`src/rtl/pattern_detect_pkg.sv`:
```
// Shared types and defaults for the configurable serial pattern detector.
package pattern_detect_pkg;

  localparam int PAT_W_DEF = 8;
  localparam int CNT_W_DEF = 8;

  typedef enum logic [1:0] {
    ST_IDLE = 2'd0,
    ST_RUN  = 2'd1,
    ST_DONE = 2'd2
  } state_e;

  // A pattern length is usable only when it is 1..pat_w.
  function automatic logic len_ok(input int len, input int pat_w);
    return (len >= 1) && (len <= pat_w);
  endfunction

endpackage

```
`src/rtl/pattern_shift_match.sv`:
```
// History shift register, bits-seen counter and masked compare against the loaded pattern.
module pattern_shift_match #(
  parameter int PAT_W = 8,
  parameter int LEN_W = $clog2(PAT_W + 1)
) (
  input  logic             clk,
  input  logic             rst,
  input  logic             clear_hist,
  input  logic             shift_en,
  input  logic             x,
  input  logic [PAT_W-1:0] pattern,
  input  logic [LEN_W-1:0] len,
  input  logic             overlap,
  output logic             hit
);

  localparam logic [LEN_W-1:0] SEEN_MAX = LEN_W'(PAT_W);

  logic [PAT_W-1:0] history_q, history_d;
  logic [LEN_W-1:0] bits_seen_q, bits_seen_d;
  logic [PAT_W-1:0] hist_new;
  logic [PAT_W-1:0] mask;
  logic [LEN_W:0]   seen_inc;

  // NOTE: every variable assigned here gets a default first, otherwise a path
  // that skips the assignment would infer a latch.
  always_comb begin
    hist_new = {history_q[PAT_W-2:0], x};
    seen_inc = {1'b0, bits_seen_q} + 1'b1;
    mask     = '0;
    for (int i = 0; i < PAT_W; i++) begin
      mask[i] = (i < int'(len));
    end
    hit = shift_en && (len != '0) && (seen_inc >= {1'b0, len}) &&
          (((hist_new ^ pattern) & mask) == '0);

    history_d   = history_q;
    bits_seen_d = bits_seen_q;
    if (clear_hist) begin
      history_d   = '0;
      bits_seen_d = '0;
    end else if (shift_en) begin
      history_d = hist_new;
      // Non-overlapping mode demands len fresh bits before the next match.
      if (hit && !overlap) begin
        bits_seen_d = '0;
      end else if (bits_seen_q < SEEN_MAX) begin
        bits_seen_d = bits_seen_q + 1'b1;
      end
    end
  end

  // NOTE: sequential state uses non-blocking assignments so every flop samples
  // the pre-edge value of its neighbours regardless of statement order.
  always_ff @(posedge clk) begin
    if (rst) begin
      history_q   <= '0;
      bits_seen_q <= '0;
    end else begin
      history_q   <= history_d;
      bits_seen_q <= bits_seen_d;
    end
  end

endmodule

```
`src/rtl/pattern_detect_ctrl.sv`:
```
// Run-time configurable serial pattern detector: config registers, run FSM and match counter.
module pattern_detect_ctrl
  import pattern_detect_pkg::*;
#(
  parameter  int PAT_W = PAT_W_DEF,
  parameter  int CNT_W = CNT_W_DEF,
  localparam int LEN_W = $clog2(PAT_W + 1)
) (
  input  logic             clk,
  input  logic             rst,
  input  logic             cfg_valid,
  output logic             cfg_ready,
  input  logic [PAT_W-1:0] cfg_pattern,
  input  logic [LEN_W-1:0] cfg_len,
  input  logic             cfg_overlap,
  input  logic [CNT_W-1:0] cfg_target,
  input  logic             start,
  input  logic             stop,
  input  logic             x_valid,
  input  logic             x,
  output logic             busy,
  output logic             match,
  output logic [CNT_W-1:0] match_count,
  output logic             done,
  output logic             cfg_err
);

  state_e           state_q, state_d;
  logic [PAT_W-1:0] pattern_q, pattern_d;
  logic [LEN_W-1:0] len_q, len_d;
  logic             overlap_q, overlap_d;
  logic [CNT_W-1:0] target_q, target_d;
  logic             cfg_err_q, cfg_err_d;
  logic [CNT_W-1:0] count_q, count_d;
  logic             match_q, match_d;

  logic cfg_fire;
  logic run_start;
  logic shift_en;
  logic hit;

  assign cfg_ready = (state_q != ST_RUN);
  assign cfg_fire  = cfg_valid && cfg_ready;
  assign shift_en  = (state_q == ST_RUN) && x_valid && !stop;

  pattern_shift_match #(
    .PAT_W (PAT_W),
    .LEN_W (LEN_W)
  ) u_shift_match (
    .clk        (clk),
    .rst        (rst),
    .clear_hist (run_start),
    .shift_en   (shift_en),
    .x          (x),
    .pattern    (pattern_q),
    .len        (len_q),
    .overlap    (overlap_q),
    .hit        (hit)
  );

  always_comb begin
    state_d   = state_q;
    pattern_d = pattern_q;
    len_d     = len_q;
    overlap_d = overlap_q;
    target_d  = target_q;
    cfg_err_d = cfg_err_q;
    count_d   = count_q;
    match_d   = 1'b0;
    run_start = 1'b0;

    case (state_q)
      ST_RUN: begin
        if (stop) begin
          state_d = ST_IDLE;
        end else if (hit) begin
          match_d = 1'b1;
          if (count_q != '1) count_d = count_q + 1'b1;
          if ((target_q != '0) && (count_d == target_q)) state_d = ST_DONE;
        end
      end
      default: begin
        // Stop beats a config write, which beats start; a never-configured len of 0 blocks start.
        if (stop) begin
          state_d = ST_IDLE;
        end else if (cfg_fire) begin
          pattern_d = cfg_pattern;
          len_d     = cfg_len;
          overlap_d = cfg_overlap;
          target_d  = cfg_target;
          cfg_err_d = !len_ok(int'(cfg_len), PAT_W);
          state_d   = ST_IDLE;
        end else if (start && len_ok(int'(len_q), PAT_W)) begin
          state_d   = ST_RUN;
          count_d   = '0;
          run_start = 1'b1;
        end
      end
    endcase
  end

  always_ff @(posedge clk) begin
    if (rst) begin
      state_q   <= ST_IDLE;
      pattern_q <= '0;
      len_q     <= '0;
      overlap_q <= 1'b0;
      target_q  <= '0;
      cfg_err_q <= 1'b0;
      count_q   <= '0;
      match_q   <= 1'b0;
    end else begin
      state_q   <= state_d;
      pattern_q <= pattern_d;
      len_q     <= len_d;
      overlap_q <= overlap_d;
      target_q  <= target_d;
      cfg_err_q <= cfg_err_d;
      count_q   <= count_d;
      match_q   <= match_d;
    end
  end

  assign busy        = (state_q == ST_RUN);
  assign done        = (state_q == ST_DONE);
  assign match       = match_q;
  assign match_count = count_q;
  assign cfg_err     = cfg_err_q;

endmodule
```
`config.mk`:
```
export PLATFORM = sky130hd
export DESIGN_NAME = pattern_detect_ctrl
export DESIGN_NICKNAME = d
export VERILOG_FILES = /design/src/rtl/pattern_detect_pkg.sv /design/src/rtl/pattern_shift_match.sv /design/src/rtl/pattern_detect_ctrl.sv
export SDC_FILE = /design/constraint.sdc
export NUM_CORES = 1
export LEC_CHECK = 0
export ABC_AREA = 1
export CORE_MARGIN = 2
export CORE_UTILIZATION = 59
export CTS_BUF_LIST = sky130_fd_sc_hd__clkbuf_4
export DETAILED_ROUTE_END_ITERATION = 8
export GPL_TIMING_DRIVEN = 0
export PLACE_DENSITY = 0.91
export SLEW_MARGIN = 15
export SYNTH_ARGS = -nofsm -noshare
export SYNTH_HDL_FRONTEND = slang
export SYNTH_SLANG_ARGS = --single-unit
```
`constraint.sdc`:
```
create_clock -name clk -period 5.4 [get_ports clk]
set_input_delay 0.54 -clock clk [delete_from_list [all_inputs] [get_ports clk]]
set_output_delay 0.54 -clock clk [all_outputs]
set_load 0.02 [all_outputs]
```
Word-level counts from Yosys, hierarchy flattened
Index checks and enable logic that the tools add are counted.
Widths: inputs -> output; s select.

storage, ports and cells
  input bits = 28
  output and inout bits = 13
  logic and storage cells = 90
  bits in registers = 44

cells by class
  magnitude comparators = 14
  reductions and logical operators = 26
  eq/ne operators = 9
  $add $sub $neg = 3
  muxes and demuxes = 24
  bitwise gates (word level) = 4

operators by type and width
  cell                 number
  $mux 8               10
  $lt 3x4->1 const A   4
  $mux 2               7
  $logic_and 1x1->1    11
  $add 8x1->8 const B  1
  $and 8x8->8          1
  $eq 8x8->1           1
  $ge 4x1->1 const B   2
  $le 4x4->1 const B   2
  $logic_not 8->1      1
  $lt 1x4->1 const A   2
  $lt 2x4->1 const A   2
  $mux 4               2
  $ne 8x8->1 const B   1
  $reduce_bool 4->1    2
  $reduce_bool 8->1    1
  $xor 8x8->8          1
  $ne 3x2->1 const B   2
  $reduce_and 3->1     2
  $add 4x1->5 const B  1
  $ge 5x4->1           1
  $mux 1               5
  $add 4x1->4 const B  1
  $lt 4x4->1 const B   1
  other kinds (11)     16

Longest topological paths before layout
Gate-level depths: netlist of run 1.

  depth after elaboration = 15
  mapped depth = 15

Cells and area by module
Synthesis of run 1 repeated with hierarchy kept, for this count alone.

second synthesis, totals
  cells, all modules = 394
  area, all modules = 2533.7 sq um

modules (own cells, without submodules)
  module               sequential area each (sq um)  times used  area an instance (sq um)  cells each
  pattern_detect_ctrl  660.6                         1           1696.6                    260
  pattern_shift_match  220.2                         1           837.1                     134

Worst setup path before layout of run 1
Ideal clock, no wire load.

  path kind = reg2reg
  start = register u_shift_match.bits_seen_q[0]
  end = register count_q[3] (netlist: match_count[3])
  arrival time = 1.820 ns
  clock period less this slack = 1.937 ns
  slack = 3.463 ns
  data required time = 5.283 ns
  path buffers = 1
  stages on the path, launching flop included = 12
  setup time = 0.117 ns
  path through = dfxtp_1 -> ha_1 -> xor2_1 -> ha_1 -> a21boi_0 -> o21ai_0 -> nand2_1 -> nand3_1 -> nand2_2 -> buf_4 -> o21ai_0 -> nor2_1

between the ends
  word-level cells in the longest chain between the ends = 6

RTL lines
  what                               line                        RTL
  start: declaration                 pattern_shift_match.sv:20   logic [LEN_W-1:0] bits_seen_q, bits_seen_d;
  start signal: assignment           pattern_shift_match.sv:61   bits_seen_q <= bits_seen_d;
  $add 4x1->5                        pattern_shift_match.sv:29   seen_inc = {1'b0, bits_seen_q} + 1'b1;
  $ge 5x4->1                         pattern_shift_match.sv:34   hit = shift_en && (len != '0) && (seen_inc >= {1'b0, len}) &&
  $logic_and 1x1->1 (2 in a row)     pattern_shift_match.sv:34
  $ne 2x1->1 (no source line)        --
  $reduce_and 4->1 (no source line)  --
  end signal: assignment             pattern_detect_ctrl.sv:119  count_q <= count_d;
  end: declaration                   pattern_detect_ctrl.sv:34   logic [CNT_W-1:0] count_q, count_d;

No other way between the ends.
A chain may end at the register's enable or synchronous reset.

Final worst setup path of run 1
  start = register state_q[0]
  end = output busy

between the ends
  word-level cells in the longest chain between the ends = 1

RTL lines
  what                      line                        RTL
  start: declaration        pattern_detect_ctrl.sv:28   state_e state_q, state_d;
  start signal: assignment  pattern_detect_ctrl.sv:113  state_q <= state_d;
  $eq 2x1->1                pattern_detect_ctrl.sv:124  assign busy = (state_q == ST_RUN);
  end: declaration          pattern_detect_ctrl.sv:21   output logic busy,

No other way between the ends.

==> results.py, run 1 <==
metrics = {
    "cts": {
        "cts_tree": "done",
        "h-tree-depth": 2,
        "clk_path_buf_depth": 2,
        "post-cts-setup-buffers": 0,
        "cts-resized-gates": 0,
        "holdBufCountCts": 0,
        "cts_sinks": 44,
        "clk_latency_ns": 0.36,
        "clkSlewWorstSetupHoldPaths_ns": 0.13,
        "cts_buffers": 5,
        "clockRootBuffer": "clkbuf_4",
    },
    "cells_and_area": {
        "fill_cells": 338,
        "antennaDiodeCount": 0,
        "syn_to_final_growth_pct": 21.4,
        "fin_area_mm2": 0.00295,
        "post-route-util_pct": 74.2,
        "layout-drive-gt1-share_pct": 6.86,
        "fin_nets": 441,
    },
    "grt": {
        "use_met1_pct": 29.4,
        "grtUsageTotal_pct": 27.3,
        "grt_pass1_wl_um": 9540,
        "grt.busiest_layer": "met2",
        "grt_pass1_vias": 2278,
        "grtUsageMet3_pct": 5.92,
        "grt_antenna_before_repair": 0,
        "grtUsageMet2_pct": 50.4,
        "grt_overflow": 0,
        "grt_max_degree": 15,
    },
    "sta": {
        "whs_ns": 0.485,
        "slew_headroom_pct": 68.7,
        "setup_viol": 0,
        "finalSetupTns_ns": 0,
        "tightest_slew_ns": 0.469,
        "min_period_over_period_pct": 47.3,
        "finalHoldViolations": 0,
        "slew_violations": 0,
        "rsz0062_at_grt": "false",
        "clock_skew_ns": 0.00779,
        "max_freq_mhz": 391,
        "min_period_ns": 2.56,
    },
    "status": {
        "status": "complete, no violations",
    },
    "placement": {
        "gp_congestion": 0.876,
        "dpl_cell_area_mm2": 0.00289,
        "io_buffers": 40,
        "dp_hpwl_um": 4550,
    },
    "drt": {
        "vias": 2509,
        "vias_per_cell": 5.48,
        "drc": 0,
        "dr.first_iter.drc_count": 125,
        "ant_nets": 0,
        "routed_wl_um": 5860,
        "post_drt_wl_per_cell_um": 12.8,
        "dr.pass1.iters": 5,
    },
    "flow_run": {
        "maxCapViolations": 0,
    },
    "worst_setup_path": {
        "rrSetupSlack_ns": 3.17,
        "cp.required_ns": 4.86,
        "reg2reg_depth": 11,
        "worstPathArrival_ns": 2.02,
        "r2r_start": "u_shift_match.bits_seen_q[0]",
        "worst_path_max_delay_cell": "clkdlybuf4s50_1",
        "critical-path-top-delay-family": "buffers and inverters",
        "slowest_delay_ns": 0.69,
        "path_cells": "inv_1 -> nor2_4 -> clkbuf_1 -> clkdlybuf4s50_1",
        "cp_num_cells": 4,
        "worst-setup-path-type": "flop to primary output",
        "path_buf_inv": 3,
        "worstPathMaxFanout": 10,
        "endpoint_kind": "primary output",
        "r2r_end": "match_count[7]",
        "startpoint_type": "flop",
    },
    "die": {
        "die_area_mm2": 0.00464,
        "die_x_um": 68.1,
        "top_level_ports": 41,
        "start_util_pct": 61.1,
        "row_count": 23,
        "die_y_um": 68.1,
        "coreArea_mm2": 0.00397,
    },
    "hold_path": {
        "holdPathEnd": "u_shift_match.history_q[6]",
        "hold_depth": 2,
        "hold_path.startpoint": "u_shift_match.history_q[6]",
        "hold_path_class": "flop to flop",
    },
    "synthesis": {
        "syn_inst": 360,
        "syn_avg_cell_area_um2": 6.74,
        "synth-seq-cells": 44,
        "synth_top_cell_by_area": "dfxtp_1",
        "ys_warn_count": 0,
        "seq_area_frac_synth_pct": 36.3,
        "synth.area.top_cells": "dfxtp_1 (36%), nand2_1 (9.9%), o21ai_0 (7.6%), nor2_1 (7.3%), nand3_1 (7.2%)",
        "synth_top_area_share_pct": 36.3,
        "syn_area_mm2": 0.00243,
        "synth_cell_type_count": 31,
        "syn_nets": 394,
    },
    "pwr": {
        "ir_drop_mv": 0.179,
        "p_leak_nw": 1.22,
        "powerDensity_mw_per_mm2": 215,
        "p_total_mw": 0.634,
    },
}
## state kept, by name, summed over array words and instances (netlist names)
register	flops
match_count	8
cfg_err	1
overlap_q	1
pattern_q	8
match	1
len_q	4
state_q	2
u_shift_match.bits_seen_q	4
target_q	8
u_shift_match.history_q	7
## cell usage after synthesis
master,n
clkbuf_1,8
nand4_1,3
ha_1,6
nand2_1,64
o22ai_1,3
nand3_1,35
nor2_4,3
mux2i_1,1
dfxtp_1,44
o21ai_0,37
or2_2,2
buf_2,1
nand2_2,5
nand3b_1,1
nor2_2,1
inv_2,1
a21oi_1,31
a21oi_2,2
xnor2_1,6
buf_4,1
buf_6,1
a21boi_0,1
nand2_4,1
nand3_2,1
xor2_1,5
a31o_2,1
o21ai_1,1
inv_1,41
nor3_1,5
o21bai_1,1
nor2_1,47
## cells by family (layout without fill, tap and decap cells)
kind of cell / Yosys count / in the layout / synth area share (%)
buffers and inverters: 53 / 101 / 8.71
adders and majority gates: 6 / 6 / 3.09
AOI/OAI and AO/OA: 77 / 77 / 16.7
xor gates and xnor gates: 11 / 11 / 3.97
and+or+nand+nor: 168 / 168 / 30.8
muxes: 1 / 1 / 0.412
DFF: 44 / 44 / 36.3
## worst max path at each step
stage	slack, ns	start	end
3_3_place_gp	3.14	x	match_count[5]
4_1_cts	2.87	state_q[0]	busy
2_1_floorplan	3.46	u_shift_match.bits_seen_q[0]	match_count[3]
6_report	2.84	state_q[0]	busy
3_5_place_dp	3.14	x	match_count[5]
5_1_grt	2.71	state_q[0]	busy
## per-stage QoR
stage / instances / setup WS [ns]
after floorplan: 360 / 3.46
after global placement: 450 / 3.14
after detailed placement: 450 / 3.14
after CTS: 458 / 2.87
after global routing: 458 / 2.71
final: 458 / 2.84
## worst register-to-register path: stages (launching register included)
cell	delay [ns]
dfxtp_1	0.41
ha_1	0.20
xor2_1	0.21
ha_1	0.26
a21boi_0	0.12
o21ai_0	0.17
nand2_1	0.09
nand3_1	0.17
nand2_2	0.09
buf_4	0.18
o21ai_0	0.17
nor2_1	0.07
## area by class of cell
type | count | area (um^2) | area share, %
plain buffers | 11 | 53.8 | 1.83
clock buffers | 5 | 37.5 | 1.27
clock inverters | 3 | 18.8 | 0.637
inverters | 42 | 158 | 5.35
multi-input cells | 263 | 1340 | 45.3
flip-flops and latches | 44 | 881 | 29.9
well taps | 50 | 62.6 | 2.12
repair buffers | 40 | 400 | 13.6
## cells in the final DEF, fill, tap and decap left out, drive strengths merged
master         synthesis  routed
nand3b                 1       1
a21oi                 33      33
a21boi                 1       1
o21ai                 38      38
mux2i                  1       1
xor2                   5       5
nand2                 70      70
nor2                  51      51
xnor2                  6       6
inv                   42      42
nor3                   5       5
or2                    2       2
nand4                  3       3
clkinv                 0       3
nand3                 36      36
buf                    3       3
clkbuf                 8      13
o21bai                 1       1
a31o                   1       1
dfxtp                 44      44
ha                     6       6
clkdlybuf4s50          0      40
o22ai                  3       3
## layer usage
layer | up-vias | wire, um
met1 | 1133 | 2380
li1 | 1272 | -
met3 | 21 | 289
met5 | - | 0
met4 | 0 | 174
met2 | 83 | 3020
## report_power, final
group / switching [mW] / internal (mW) / total, mW
Clock: 0.109 / 0.0501 / 0.159
Sequential: 0.0142 / 0.340 / 0.354
Combinational: 0.0669 / 0.0543 / 0.121
Power figures use the tool's default switching activity.
==> inputs of run 2 (changes only) <==
- CORE_UTILIZATION: 59 -> 55
- PLACE_DENSITY: 0.91 -> 0.86
- clock period: 5.4 -> 2.4 ns (I/O delays scaled with it)
==> run 2 against run 1 <==
  * First-iteration DRC count down 3.2%
  * Non-clock buffer count unchanged
  * Wire length up 1.7%
  * Sequential share of layout area down 0.28 points
  * Worst setup slack worse by 2.7 ns
  * Critical endpoint unchanged
  * Clock skew up 0.0076 ns
==> results.py, run 2 (synthesis results as in run 1) <==
metrics = {
    "drt": {
        "post_drt_wl_per_cell_um": 13.0,
        "vias_per_cell": 5.39,
        "routed_wl_um": 5960,
        "dr.pass1.iters": 5,
        "drc": 0,
        "ant_nets": 0,
        "vias": 2478,
        "dr.first_iter.drc_count": 121,
    },
    "worst_setup_path": {
        "worst-setup-path-type": "flop to primary output",
        "reg2reg_depth": 15,
        "crit_end": "busy",
        "worstPathArrival_ns": 2.02,
        "startpoint": "state_q[0]",
        "rrSetupSlack_ns": 0.25,
        "worstPathMaxFanout": 10,
        "r2r_end": "state_q[0]",
        "cp.required_ns": 2.16,
        "endpoint_kind": "primary output",
        "r2r_start": "match_count[0]",
        "startpoint_type": "flop",
    },
    "placement": {
        "dp_hpwl_um": 4610,
        "gp_congestion": 0.925,
        "io_buffers": 40,
        "dp.cells": 452,
    },
    "cts": {
        "clockRootBuffer": "clkbuf_4",
        "clk_path_buf_depth": 2,
        "clk_latency_ns": 0.37,
        "cts_buffers": 5,
        "holdBufCountCts": 0,
        "h-tree-depth": 2,
        "cts_sinks": 44,
        "clkSlewWorstSetupHoldPaths_ns": 0.14,
        "cts_tree": "done",
    },
    "hold_path": {
        "hold_path.startpoint": "cfg_pattern[4]",
        "hold_depth": 3,
        "hold_path_class": "input port to flop",
    },
    "grt": {
        "grt_pass1_vias": 2442,
        "grt_pass1_wl_um": 10600,
        "grt_max_degree": 15,
        "grtUsageTotal_pct": 26.5,
        "grt_antenna_before_repair": 0,
        "grt_overflow": 0,
    },
    "sta": {
        "finalSetupTns_ns": 0,
        "finalHoldViolations": 0,
        "max_freq_mhz": 442,
        "whs_ns": 0.435,
        "min_period_over_period_pct": 94.3,
        "min_period_ns": 2.26,
        "rsz0062_at_grt": "false",
        "setup_viol": 0,
        "slew_headroom_pct": 69.2,
        "tightest_slew_ns": 0.462,
        "clock_skew_ns": 0.0153,
        "slew_violations": 0,
    },
    "cells_and_area": {
        "fill_cells": 384,
        "layout-drive-gt1-share_pct": 7.11,
        "layout_common_cells": "nand2_1 (64), nor2_1 (47), dfxtp_1 (43), inv_1 (41), clkdlybuf4s50_1 (40)",
        "layout_commonest_cell": "nand2_1",
        "fin_cells": 460,
        "syn_to_final_growth_pct": 22.7,
        "post-route-util_pct": 69.4,
        "antennaDiodeCount": 0,
        "fin_nets": 441,
    },
    "die": {
        "start_util_pct": 56.5,
        "die_y_um": 70.4,
        "coreArea_mm2": 0.00429,
        "die_area_mm2": 0.00496,
        "top_level_ports": 41,
        "row_count": 24,
        "die_x_um": 70.4,
    },
    "flow_run": {
        "maxCapViolations": 0,
    },
    "status": {
        "status": "complete, no violations",
    },
    "pwr": {
        "powerDensity_mw_per_mm2": 517,
        "p_leak_nw": 1.23,
        "ir_drop_mv": 0.393,
    },
}
[run 2: cell count changes in the layout (fill, tap and decap cells not counted), sizes merged]
cell and change:
clkinv -1, bufinv +1
[run 2: report_power, final]
group | switching, mW | total, mW | internal [mW] | leakage [nW]
Clock | 0.255 | 0.473 | 0.218 | 0.0428
Sequential | 0.0313 | 0.796 | 0.765 | 0.360
Combinational | 0.150 | 0.272 | 0.122 | 0.822
Total | 0.437 | 1.54 | 1.10 | 1.23
[run 2: worst min-delay path by stage]
stage	endpoint	slack, ns
floorplan	state_q[0]	0.30
global placement	u_shift_match.history_q[6]	0.47
detailed placement	pattern_q[6]	0.46
CTS	pattern_q[4]	0.43
finish	pattern_q[4]	0.44
global route	pattern_q[1]	0.45
[run 2: routing by layer]
metal / share of wire, % / track usage [%] / up-vias
met3: 3.6 / 5.19 / 15
met2: 51 / 46.6 / 68
li1: - / - / 1272
met4: 2.9 / 14.1 / 0
met1: 42 / 29.9 / 1123
met5: 0 / 0 / -
[run 2: layout make-up]
cell class	instances	area (um^2)	share of cell area [%]
buffer	11	53.8	1.81
clock buffer	5	37.5	1.26
clock inverter	3	42.5	1.43
inverter	42	158	5.29
multi-input combinational	263	1340	45.0
sequential	44	882	29.6
tap	52	65.1	2.18
timing repair buffer	40	400	13.4
[run 2: worst max-delay path, cell delays in order, from the launching register on]
cell and delay (ns):
dfxtp_1 0.39, inv_1 0.09, nor2_4 0.11, clkbuf_1 0.38, clkdlybuf4s50_1 0.69
[run 2: repair_timing]
item	CTS	global route
endpoints found under the setup margin	0	8
endpoints found under the hold margin	0	0
resized for setup	0	2
setup buffers	0	0
[run 2: per-stage QoR]
step	power [mW]	setup slack [ns]	area, um^2
after floorplan	0.968	0.463	2430
after global placement	1.07	0.251	2890
after detailed placement	1.08	0.198	2890
after CTS	1.54	0.126	2970
after global routing	1.62	0.0220	2980
final	1.54	0.137	2980
==> edit (flow settings as in run 1) <==
Register the input `cfg_target` before use. The logic sees it one clock later. The other inputs are not delayed to match.
--- a/src/rtl/pattern_detect_ctrl.sv
+++ b/src/rtl/pattern_detect_ctrl.sv
@@ -24,6 +24,12 @@
   output logic             done,
   output logic             cfg_err
 );
+
+  logic [CNT_W-1:0] cfg_target_q;
+
+  always_ff @(posedge clk) begin
+    cfg_target_q <= cfg_target;
+  end
 
   state_e           state_q, state_d;
   logic [PAT_W-1:0] pattern_q, pattern_d;
@@ -87,7 +93,7 @@
           pattern_d = cfg_pattern;
           len_d     = cfg_len;
           overlap_d = cfg_overlap;
-          target_d  = cfg_target;
+          target_d  = cfg_target_q;
           cfg_err_d = !len_ok(int'(cfg_len), PAT_W);
           state_d   = ST_IDLE;
         end else if (start && len_ok(int'(len_q), PAT_W)) begin
Formal check against the unedited RTL: not equivalent (Yosys sat finds a counterexample within 4 cycles, from zero or initial values and one cycle with rst high).
==> edit against run 1 <==
Sequential cell count up 8. Design area increased by 8.4%. Global-route usage shrank 1.3 points. Synthesized cell count rose by 5.8%. Power up 21%. Area after synthesis grew 9.1%. Utilization shrank 0.35 points. Routed wire length increased by 5.9%. Worst hold slack better by 0.011 ns. Worst setup slack better by 0.21 ns.
==> edit: results <==
set metrics [dict create \
    status "finished, final reports clean" \
    antenna_cells_inserted 0 \
    antenna_found_initial 0 \
    syn-num-nets 415 \
    maximum_number_of_pins_on_one_net_before_global_route_repair 17 \
    final.fill_count 356 \
    cts_resized 0 \
    num-multi-input-gates 279 \
    nNonClkBuffers 49 \
    grt_pass1_vias 2392 \
    path_clk_slew_ns 0.16 \
    synth.yosys.seq_area_share_pct 39.3 \
    postSynthRegisterBits 52 \
    seqAreaFraction_pct 32.6 \
    hold_class "register to register" \
    max_h_tree_level 2 \
    clock_insertion_delay_worst_skew_ns 0.40 \
    irDropWorstVdd_mv 0.232 \
    asyncSetResetFlopFracSynth_pct 0 \
    worstPathMaxFanout 10 \
    gp_congestion 0.928 \
    layout_clock_buffers 5 \
    wl_per_cell_um 12.9 \
    via_count 2638 \
    finalNonFillerCells 481 \
    grt_first_pass_wirelength_um 10500 \
    tightest_slew_ns 0.480 \
    layout.buffer.nonclock.area_share_pct 13.9 \
    synth_warn 0 \
    layout.nets 462 \
    root_buffer "sky130_fd_sc_hd__clkbuf_4" \
    dr.pass1.iters 6 \
    place_inst 473 \
    final-clk-cell-share_pct 2.51 \
    pre_cts_ws_ns 2.94 \
    clock_tree_skew_after_final_layout_ns 0.0252 \
    cp_data_arrival_time_ns 1.80 \
    synth_common_cells "sky130_fd_sc_hd__nand2_1, sky130_fd_sc_hd__nor2_1, sky130_fd_sc_hd__dfxtp_1, sky130_fd_sc_hd__inv_1, sky130_fd_sc_hd__nand3_1" \
    placement.io_buffers 40 \
    post_dp_cell_area_um2 3110 \
    syn_inst 381 \
    yosysUniqueCellTypes 33 \
    power_density_nw_per_um2 240 \
    count_of_routing_violations_after_the_opening_detailed_route_iteration 256 \
    post-cts-setup-buffers 0 \
    groute.usage.overall_pct 26.0 \
    placed_wire_length_estimate_after_detailed_placement_um 4690 \
    netlist_area_before_placement_um2 2650 \
    largest_cells_by_area_after_synthesis "sky130_fd_sc_hd__dfxtp_1, sky130_fd_sc_hd__nand2_1, sky130_fd_sc_hd__nor2_1" \
    multi_input_area_um2 1410 \
    clk_path_buf_depth 2 \
    inverters 41 \
    final_layout_size_suffix_gt1_share_pct 6.29 \
    leakagePower_nw 1.39 \
]
## edit: changes by cell type after synthesis, moves of 6 or more
cell / delta
sky130_fd_sc_hd__nor2_1: +11
sky130_fd_sc_hd__o21ai_1: +6
sky130_fd_sc_hd__a21oi_1: -7
sky130_fd_sc_hd__dfxtp_1: +8
sky130_fd_sc_hd__nand2_1: +20
sky130_fd_sc_hd__a22oi_1: +6
sky130_fd_sc_hd__nand3_1: -6
sky130_fd_sc_hd__o21ai_0: -10
## edit: layer usage
layer  part of all wire (%)  global-route usage [%]  routed length (µm)  vias up
met5                      0                       0                   0        -
met4                    1.5                    8.60                  96        0
met3                    7.2                    5.41                 444       11
met2                     47                    43.1                2950      110
met1                     44                    34.0                2720     1187
li1                       -                       -                   -     1330
## edit: cell families after synthesis
group | count (synthesis) | share of synthesized area [%]
compound gates | 70 | 14.4
xor+xnor | 10 | 3.31
fa+ha+maj | 6 | 2.84
buf+inv | 50 | 7.42
flops | 52 | 39.3
simple gates | 193 | 32.7
## edit: worst max-delay path: stages, from the launching register on
cell and delay (ns):
sky130_fd_sc_hd__dfxtp_1 0.41, sky130_fd_sc_hd__inv_2 0.06, sky130_fd_sc_hd__nor2_4 0.26, sky130_fd_sc_hd__clkdlybuf4s50_1 0.67
## edit: worst paths after layout
check	start	endpoint	slack [ns]	cells past startpoint
min	pattern_q[4]	pattern_q[4]	0.50	2
max reg2reg	match_count[1]	state_q[0]	3.06	15
min reg2reg	pattern_q[4]	pattern_q[4]	0.50	2
max	state_q[0]	busy	3.06	3
## edit: power breakdown
part	leakage (nW)	internal, mW	switching [mW]
Clock	0.0428	0.0969	0.128
Combinational	0.922	0.0557	0.0712
Sequential	0.427	0.402	0.0142
